### src/rtl/spi_pkg.sv
// Shared definitions for the SPI master: command encodings, frame sizes and
// the master FSM state encoding.
package spi_pkg;

   localparam int FRAME_W = 10;
   localparam int DATA_W  = 8;
   localparam int CNT_W   = 4;

   localparam logic [1:0] CMD_WR_ADDR = 2'b00;
   localparam logic [1:0] CMD_WR_DATA = 2'b01;
   localparam logic [1:0] CMD_RD_ADDR = 2'b10;
   localparam logic [1:0] CMD_RD_DATA = 2'b11;

   typedef enum logic [2:0] {
      ST_IDLE  = 3'd0,
      ST_LEAD  = 3'd1,
      ST_SHIFT = 3'd2,
      ST_TURN  = 3'd3,
      ST_RECV  = 3'd4,
      ST_GAP   = 3'd5
   } state_e;

   function automatic logic is_rd_data(input logic [1:0] cmd);
      return cmd == CMD_RD_DATA;
   endfunction

endpackage

### src/rtl/spi_sclk_gen.sv
// SCLK divider: each SCLK period is a low half then a high half of CLK_DIV
// clk cycles; ticks flag the clk cycle in which SCLK is about to toggle.
module spi_sclk_gen
   import spi_pkg::*;
#(
   parameter int CLK_DIV = 2
) (
   input  logic clk,
   input  logic rst,
   input  logic enable,
   output logic sclk,
   output logic rise_tick,
   output logic fall_tick
);

   localparam int DIV_W = (CLK_DIV > 1) ? $clog2(CLK_DIV) : 1;
   localparam logic [DIV_W-1:0] DIV_LAST = DIV_W'(CLK_DIV - 1);

   logic [DIV_W-1:0] div_q, div_d;
   logic             sclk_q, sclk_d;
   logic             wrap;

   assign wrap = enable && (div_q == DIV_LAST);

   always_comb begin
      div_d  = div_q;
      sclk_d = sclk_q;
      if (!enable) begin
         div_d  = '0;
         sclk_d = 1'b0;
      end else if (wrap) begin
         div_d  = '0;
         sclk_d = ~sclk_q;
      end else begin
         div_d = div_q + DIV_W'(1);
      end
   end

   always_ff @(posedge clk or posedge rst) begin
      if (rst) begin
         div_q  <= '0;
         sclk_q <= 1'b0;
      end else begin
         div_q  <= div_d;
         sclk_q <= sclk_d;
      end
   end

   assign sclk      = sclk_q;
   assign rise_tick = wrap && !sclk_q;
   assign fall_tick = wrap && sclk_q;

endmodule

### src/rtl/spi_master_ctrl.sv
// SPI master (mode 0): sends a 10-bit {cmd, din} frame MSB first and, for
// read-data commands, shifts a byte back in from MISO after a turnaround.
module spi_master_ctrl
   import spi_pkg::*;
#(
   parameter int CLK_DIV = 2,
   parameter int TURN    = 2,
   parameter int GAP     = 2
) (
   input  logic              clk,
   input  logic              rst,
   input  logic              start,
   input  logic [1:0]        cmd,
   input  logic [DATA_W-1:0] din,
   output logic              ready,
   output logic              done,
   output logic [DATA_W-1:0] dout,
   output logic              dout_valid,
   output logic              sclk,
   output logic              ss_n,
   output logic              mosi,
   input  logic              miso,
   output state_e            dbg_state_o
);

   localparam logic [CNT_W-1:0] SHIFT_LAST = CNT_W'(FRAME_W - 1);
   localparam logic [CNT_W-1:0] RECV_LAST  = CNT_W'(DATA_W - 1);
   localparam logic [CNT_W-1:0] TURN_LAST  = CNT_W'((TURN > 0) ? TURN - 1 : 0);
   localparam logic [CNT_W-1:0] GAP_LAST   = CNT_W'((GAP > 0) ? GAP - 1 : 0);

   state_e              state_q, state_d;
   logic [FRAME_W-1:0]  frame_q, frame_d;
   logic [DATA_W-1:0]   rx_q, rx_d;
   logic [DATA_W-1:0]   dout_q, dout_d;
   logic [CNT_W-1:0]    cnt_q, cnt_d;
   logic                rd_q, rd_d;
   logic                done_q, done_d;
   logic                dv_q, dv_d;
   logic                finish;

   logic gen_sclk, rise_tick, fall_tick, gen_en;

   assign gen_en = (state_q != ST_IDLE);

   spi_sclk_gen #(.CLK_DIV(CLK_DIV)) u_sclk_gen (
      .clk       (clk),
      .rst       (rst),
      .enable    (gen_en),
      .sclk      (gen_sclk),
      .rise_tick (rise_tick),
      .fall_tick (fall_tick)
   );

   // Valid/ready: a request is taken on any clk edge where start && ready;
   // ready stays low through the done cycle so a held start re-fires one
   // cycle after done.
   assign ready = (state_q == ST_IDLE) && !done_q;

   always_comb begin
      state_d = state_q;
      frame_d = frame_q;
      rx_d    = rx_q;
      dout_d  = dout_q;
      cnt_d   = cnt_q;
      rd_d    = rd_q;
      done_d  = 1'b0;
      dv_d    = 1'b0;
      finish  = 1'b0;

      case (state_q)
         ST_IDLE: begin
            if (start && ready) begin
               frame_d = {cmd, din};
               rd_d    = is_rd_data(cmd);
               cnt_d   = '0;
               state_d = ST_LEAD;
            end
         end
         ST_LEAD: begin
            if (fall_tick) begin
               cnt_d   = '0;
               state_d = ST_SHIFT;
            end
         end
         ST_SHIFT: begin
            if (fall_tick) begin
               if (cnt_q == SHIFT_LAST) begin
                  cnt_d = '0;
                  if (rd_q)         state_d = (TURN > 0) ? ST_TURN : ST_RECV;
                  else if (GAP > 0) state_d = ST_GAP;
                  else              finish  = 1'b1;
               end else begin
                  cnt_d   = cnt_q + CNT_W'(1);
                  frame_d = {frame_q[FRAME_W-2:0], 1'b0};
               end
            end
         end
         ST_TURN: begin
            if (fall_tick) begin
               if (cnt_q == TURN_LAST) begin
                  cnt_d   = '0;
                  state_d = ST_RECV;
               end else begin
                  cnt_d = cnt_q + CNT_W'(1);
               end
            end
         end
         ST_RECV: begin
            if (rise_tick) rx_d = {rx_q[DATA_W-2:0], miso};
            if (fall_tick) begin
               if (cnt_q == RECV_LAST) begin
                  cnt_d = '0;
                  if (GAP > 0) state_d = ST_GAP;
                  else         finish  = 1'b1;
               end else begin
                  cnt_d = cnt_q + CNT_W'(1);
               end
            end
         end
         ST_GAP: begin
            if (fall_tick) begin
               if (cnt_q == GAP_LAST) finish = 1'b1;
               else                   cnt_d  = cnt_q + CNT_W'(1);
            end
         end
         default: state_d = ST_IDLE;
      endcase

      if (finish) begin
         state_d = ST_IDLE;
         cnt_d   = '0;
         done_d  = 1'b1;
         if (rd_q) begin
            dout_d = rx_q;
            dv_d   = 1'b1;
         end
      end
   end

   always_ff @(posedge clk or posedge rst) begin
      if (rst) begin
         state_q <= ST_IDLE;
         frame_q <= '0;
         rx_q    <= '0;
         dout_q  <= '0;
         cnt_q   <= '0;
         rd_q    <= 1'b0;
         done_q  <= 1'b0;
         dv_q    <= 1'b0;
      end else begin
         state_q <= state_d;
         frame_q <= frame_d;
         rx_q    <= rx_d;
         dout_q  <= dout_d;
         cnt_q   <= cnt_d;
         rd_q    <= rd_d;
         done_q  <= done_d;
         dv_q    <= dv_d;
      end
   end

   // The divider keeps running through GAP to time it, but SCLK is held low.
   assign sclk        = gen_sclk && (state_q != ST_GAP);
   assign ss_n        = !(state_q inside {ST_LEAD, ST_SHIFT, ST_TURN, ST_RECV});
   assign mosi        = (state_q inside {ST_LEAD, ST_SHIFT}) ? frame_q[FRAME_W-1] : 1'b0;
   assign done        = done_q;
   assign dout_valid  = dv_q;
   assign dout        = dout_q;
   assign dbg_state_o = state_q;

endmodule

### config.mk
export PLATFORM = sky130hd
export DESIGN_NAME = spi_master_ctrl
export DESIGN_NICKNAME = d
export VERILOG_FILES = /design/src/rtl/spi_pkg.sv /design/src/rtl/spi_sclk_gen.sv /design/src/rtl/spi_master_ctrl.sv
export SDC_FILE = /design/constraint.sdc
export NUM_CORES = 1
export LEC_CHECK = 0
export ABC_AREA = 0
export CAP_MARGIN = 20
export CORE_UTILIZATION = 38
export CTS_BUF_LIST = sky130_fd_sc_hd__clkbuf_4 sky130_fd_sc_hd__clkbuf_8 sky130_fd_sc_hd__clkbuf_16
export DETAILED_ROUTE_END_ITERATION = 10
export PLACE_DENSITY = 0.61
export SETUP_SLACK_MARGIN = 0.02
export SYNTH_ARGS = -nofsm -noshare
export SYNTH_HDL_FRONTEND = slang
export SYNTH_SLANG_ARGS = --single-unit
### constraint.sdc
create_clock -name clk -period 2.2 [get_ports clk]
set_clock_uncertainty 0.1 [all_clocks]
set_input_delay 0.33 -clock clk [delete_from_list [all_inputs] [get_ports clk]]
set_output_delay 0.33 -clock clk [all_outputs]
set_load 0.05 [all_outputs]
==> impl_metrics.ini, run 1 <==
[worst_hold_path]
min_path_type = primary input to asynchronous set/reset pin

[timing]
rsz0062_at_grt = no
setup_viol = 0
hold_viol = 0
period_needed_ns = 2.07
finalMaxSlewViolations = 0
setup_ws_ns = 0.126
worstMarginPinSlew_ns = 0.497
slew_headroom_pct = 66.8
fmax_ghz = 0.482
timing.hold.ws_ns = 0.360
fin_crit_sh_pct = 94.3

[floorplanning]
initial_core_util_pct = 40.4
die_h_um = 73.8
die_area_um2 = 5440
num_rows = 25
ioPinCount = 31
die_x_um = 73.8
core_um2 = 4850

[flow_run]
maxCapViolCount = 0

[grt]
grt_pass1_wl_mm = 6.78
grt_antenna_before_repair = 0
grt-ovfl-total = 0
grt_max_degree = 39
grt_pass1_vias = 1457
track_usage_pct = 16.7

[cts]
htree_levels = 2
clockRootBuffer = clkbuf_8
clkLatencyLatePin_ns = 0.29
cts_tree = built
max-clock-path-buffers = 2
cts_buffers = 5
path_clk_slew_ns = 0.08
clkSinkCount = 38

[power]
p_per_area_nw_per_um2 = 1330
finalPower_mw = 3.37
ir_drop_mv = 0.457
leakagePower_nw = 1.11

[route]
drc_errors = 0
routed_wl_mm = 3.97
wl_per_cell_um = 15.0
drt_iter0_drc = 73
via_per_inst = 5.27
dr.pass1.iters = 4
dr_total_vias = 1396
detail-route-antenna-nets = 0

[yosys]
netlist.area_leader.share_pct = 48.6
synth_edf_count = 0
ys_seq_area_share_pct = 48.6
yosysTopAreaCell = dfrtp_1
syn_avg_cell_area_um2 = 12.2
syn_area_um2 = 1960
netlist_instances = 161
yosysWarningCount = 0
synth.distinct_cells = 49
synth_area_leaders = dfrtp_1 49%, mux2_2 20%, nand2_1 2.1%
syn-num-nets = 177
ys_seq_elements = 38
synth_ff_type = dfrtp_1
async_flop_share_pct = 100

[layout]
antenna_cells = 0
syn2layout_area_growth_pct = 29.8
finalNetCount = 214
finalNonFillerCells = 265
mostFrequentLayoutCell = dfrtp_1
drive_gt1_share_pct = 34.8
utilization_pct = 52.4
most-common-layout-cells = 37 x dfrtp_1, 35 x mux2_2, 23 x clkdlybuf4s50_1

[critical_path]
cp-end-kind = register
start_kind = register
cp_max_fo = 10
cp.required_ns = 2.33
rrSetupSlack_ns = 0.13
critPathArrivalTime_ns = 2.21
reg2reg_depth = 5
critPathKind = register to register

[placement]
dpl.hpwl_mm = 2.78
gp_congestion = 0.841
dp_slack_ns = 0.0384
place_inst = 257
io_buffers = 30

[outcome]
run_status = finished, final reports clean
kinds of logic after synthesis:
logic type	synth area share, %
compound gates	8.89
mux	20.1
flops	48.6
buf+inv	3.52
simple gates	15.3
xor+xnor	2.24
fa+ha+maj	1.28
per-layer routing:
metal	vias up	GRT usage (%)	wire, µm
li1	655	-	-
met1	706	19.5	1780
met2	30	28.5	1970
met3	5	4.80	148
met4	0	7.26	61
met5	-	0	0
cell type report:
cell class / instances / area (µm²)
clock buffers: 6 / 82.6
clock inverters: 1 / 30.0
fillers: 445 / 2310
inverters: 4 / 15.0
multi-input cells: 110 / 962
flip-flops and latches: 38 / 952
well taps: 67 / 83.8
repair buffers: 39 / 414
power breakdown:
group          internal, mW  leakage [nW]  total, mW  switching, mW
Sequential            0.914         0.492       1.16          0.241
Combinational         0.811         0.557       1.61          0.799
Clock                 0.363        0.0573      0.606          0.244
registers in the layout (all words and copies together) (netlist names):
signal            count
dout                  8
dbg_state_o           3
rx_q                  8
dout_valid            1
u_sclk_gen.div_q      1
rd_q                  1
u_sclk_gen.sclk       1
done                  1
frame_q              10
cnt_q                 4
final timing paths:
check	start	to
min in group clk	dout[2]	dout[2]
max in group asynchronous	rst	dbg_state_o[1]
worst min register to register	dout[2]	dout[2]
worst min-delay path	rst	dbg_state_o[0]
worst max register to register	dbg_state_o[2]	cnt_q[3]
worst max-delay path	dbg_state_o[2]	cnt_q[3]
per-stage QoR:
| stage | setup TNS, ns | area, µm² |
|---|---|---|
| floorplan | -0.150 | 1980 |
| global route | 0 | 2540 |
| detailed placement | 0 | 2410 |
| finish | 0 | 2540 |
| global placement | 0 | 2410 |
| CTS | 0 | 2520 |
synth_stat cells, types with 2 or more instances:
cell type	number
o21ai_0	3
nand3_1	4
clkbuf_1	3
xor2_1	2
mux2_2	35
nand2b_1	2
nand2_1	11
buf_6	2
nor3b_1	4
nor2_1	5
and4bb_2	2
nor2b_1	3
dfrtp_1	38
nand3b_1	2
inv_1	4
ha_1	2
a211o_1	2
buf_2	4
xnor2_1	3
critical path: stages (launching register included):
cell	delay (ns)
dfrtp_1	0.57
buf_4	0.23
nor2_1	0.07
or3_1	0.46
a2111oi_2	0.44
a211o_1	0.15
what timing repair did:
action                                  in CTS  in global routing
hold buffers                                 0                  0
endpoints found under the setup margin       1                  9
pin swaps                                    0                  1
buffers inserted                             0                  1
resized for setup                            1                  0
gates cloned                                 0                  0
Note: power is estimated with default switching activity, not from simulation.
==> run 2, diff against run 1 <==
Settings changed: CTS_CLUSTER_DIAMETER set to 120.
==> results of run 2 <==
The final DEF is identical to that of run 1; final timing and power are the same.
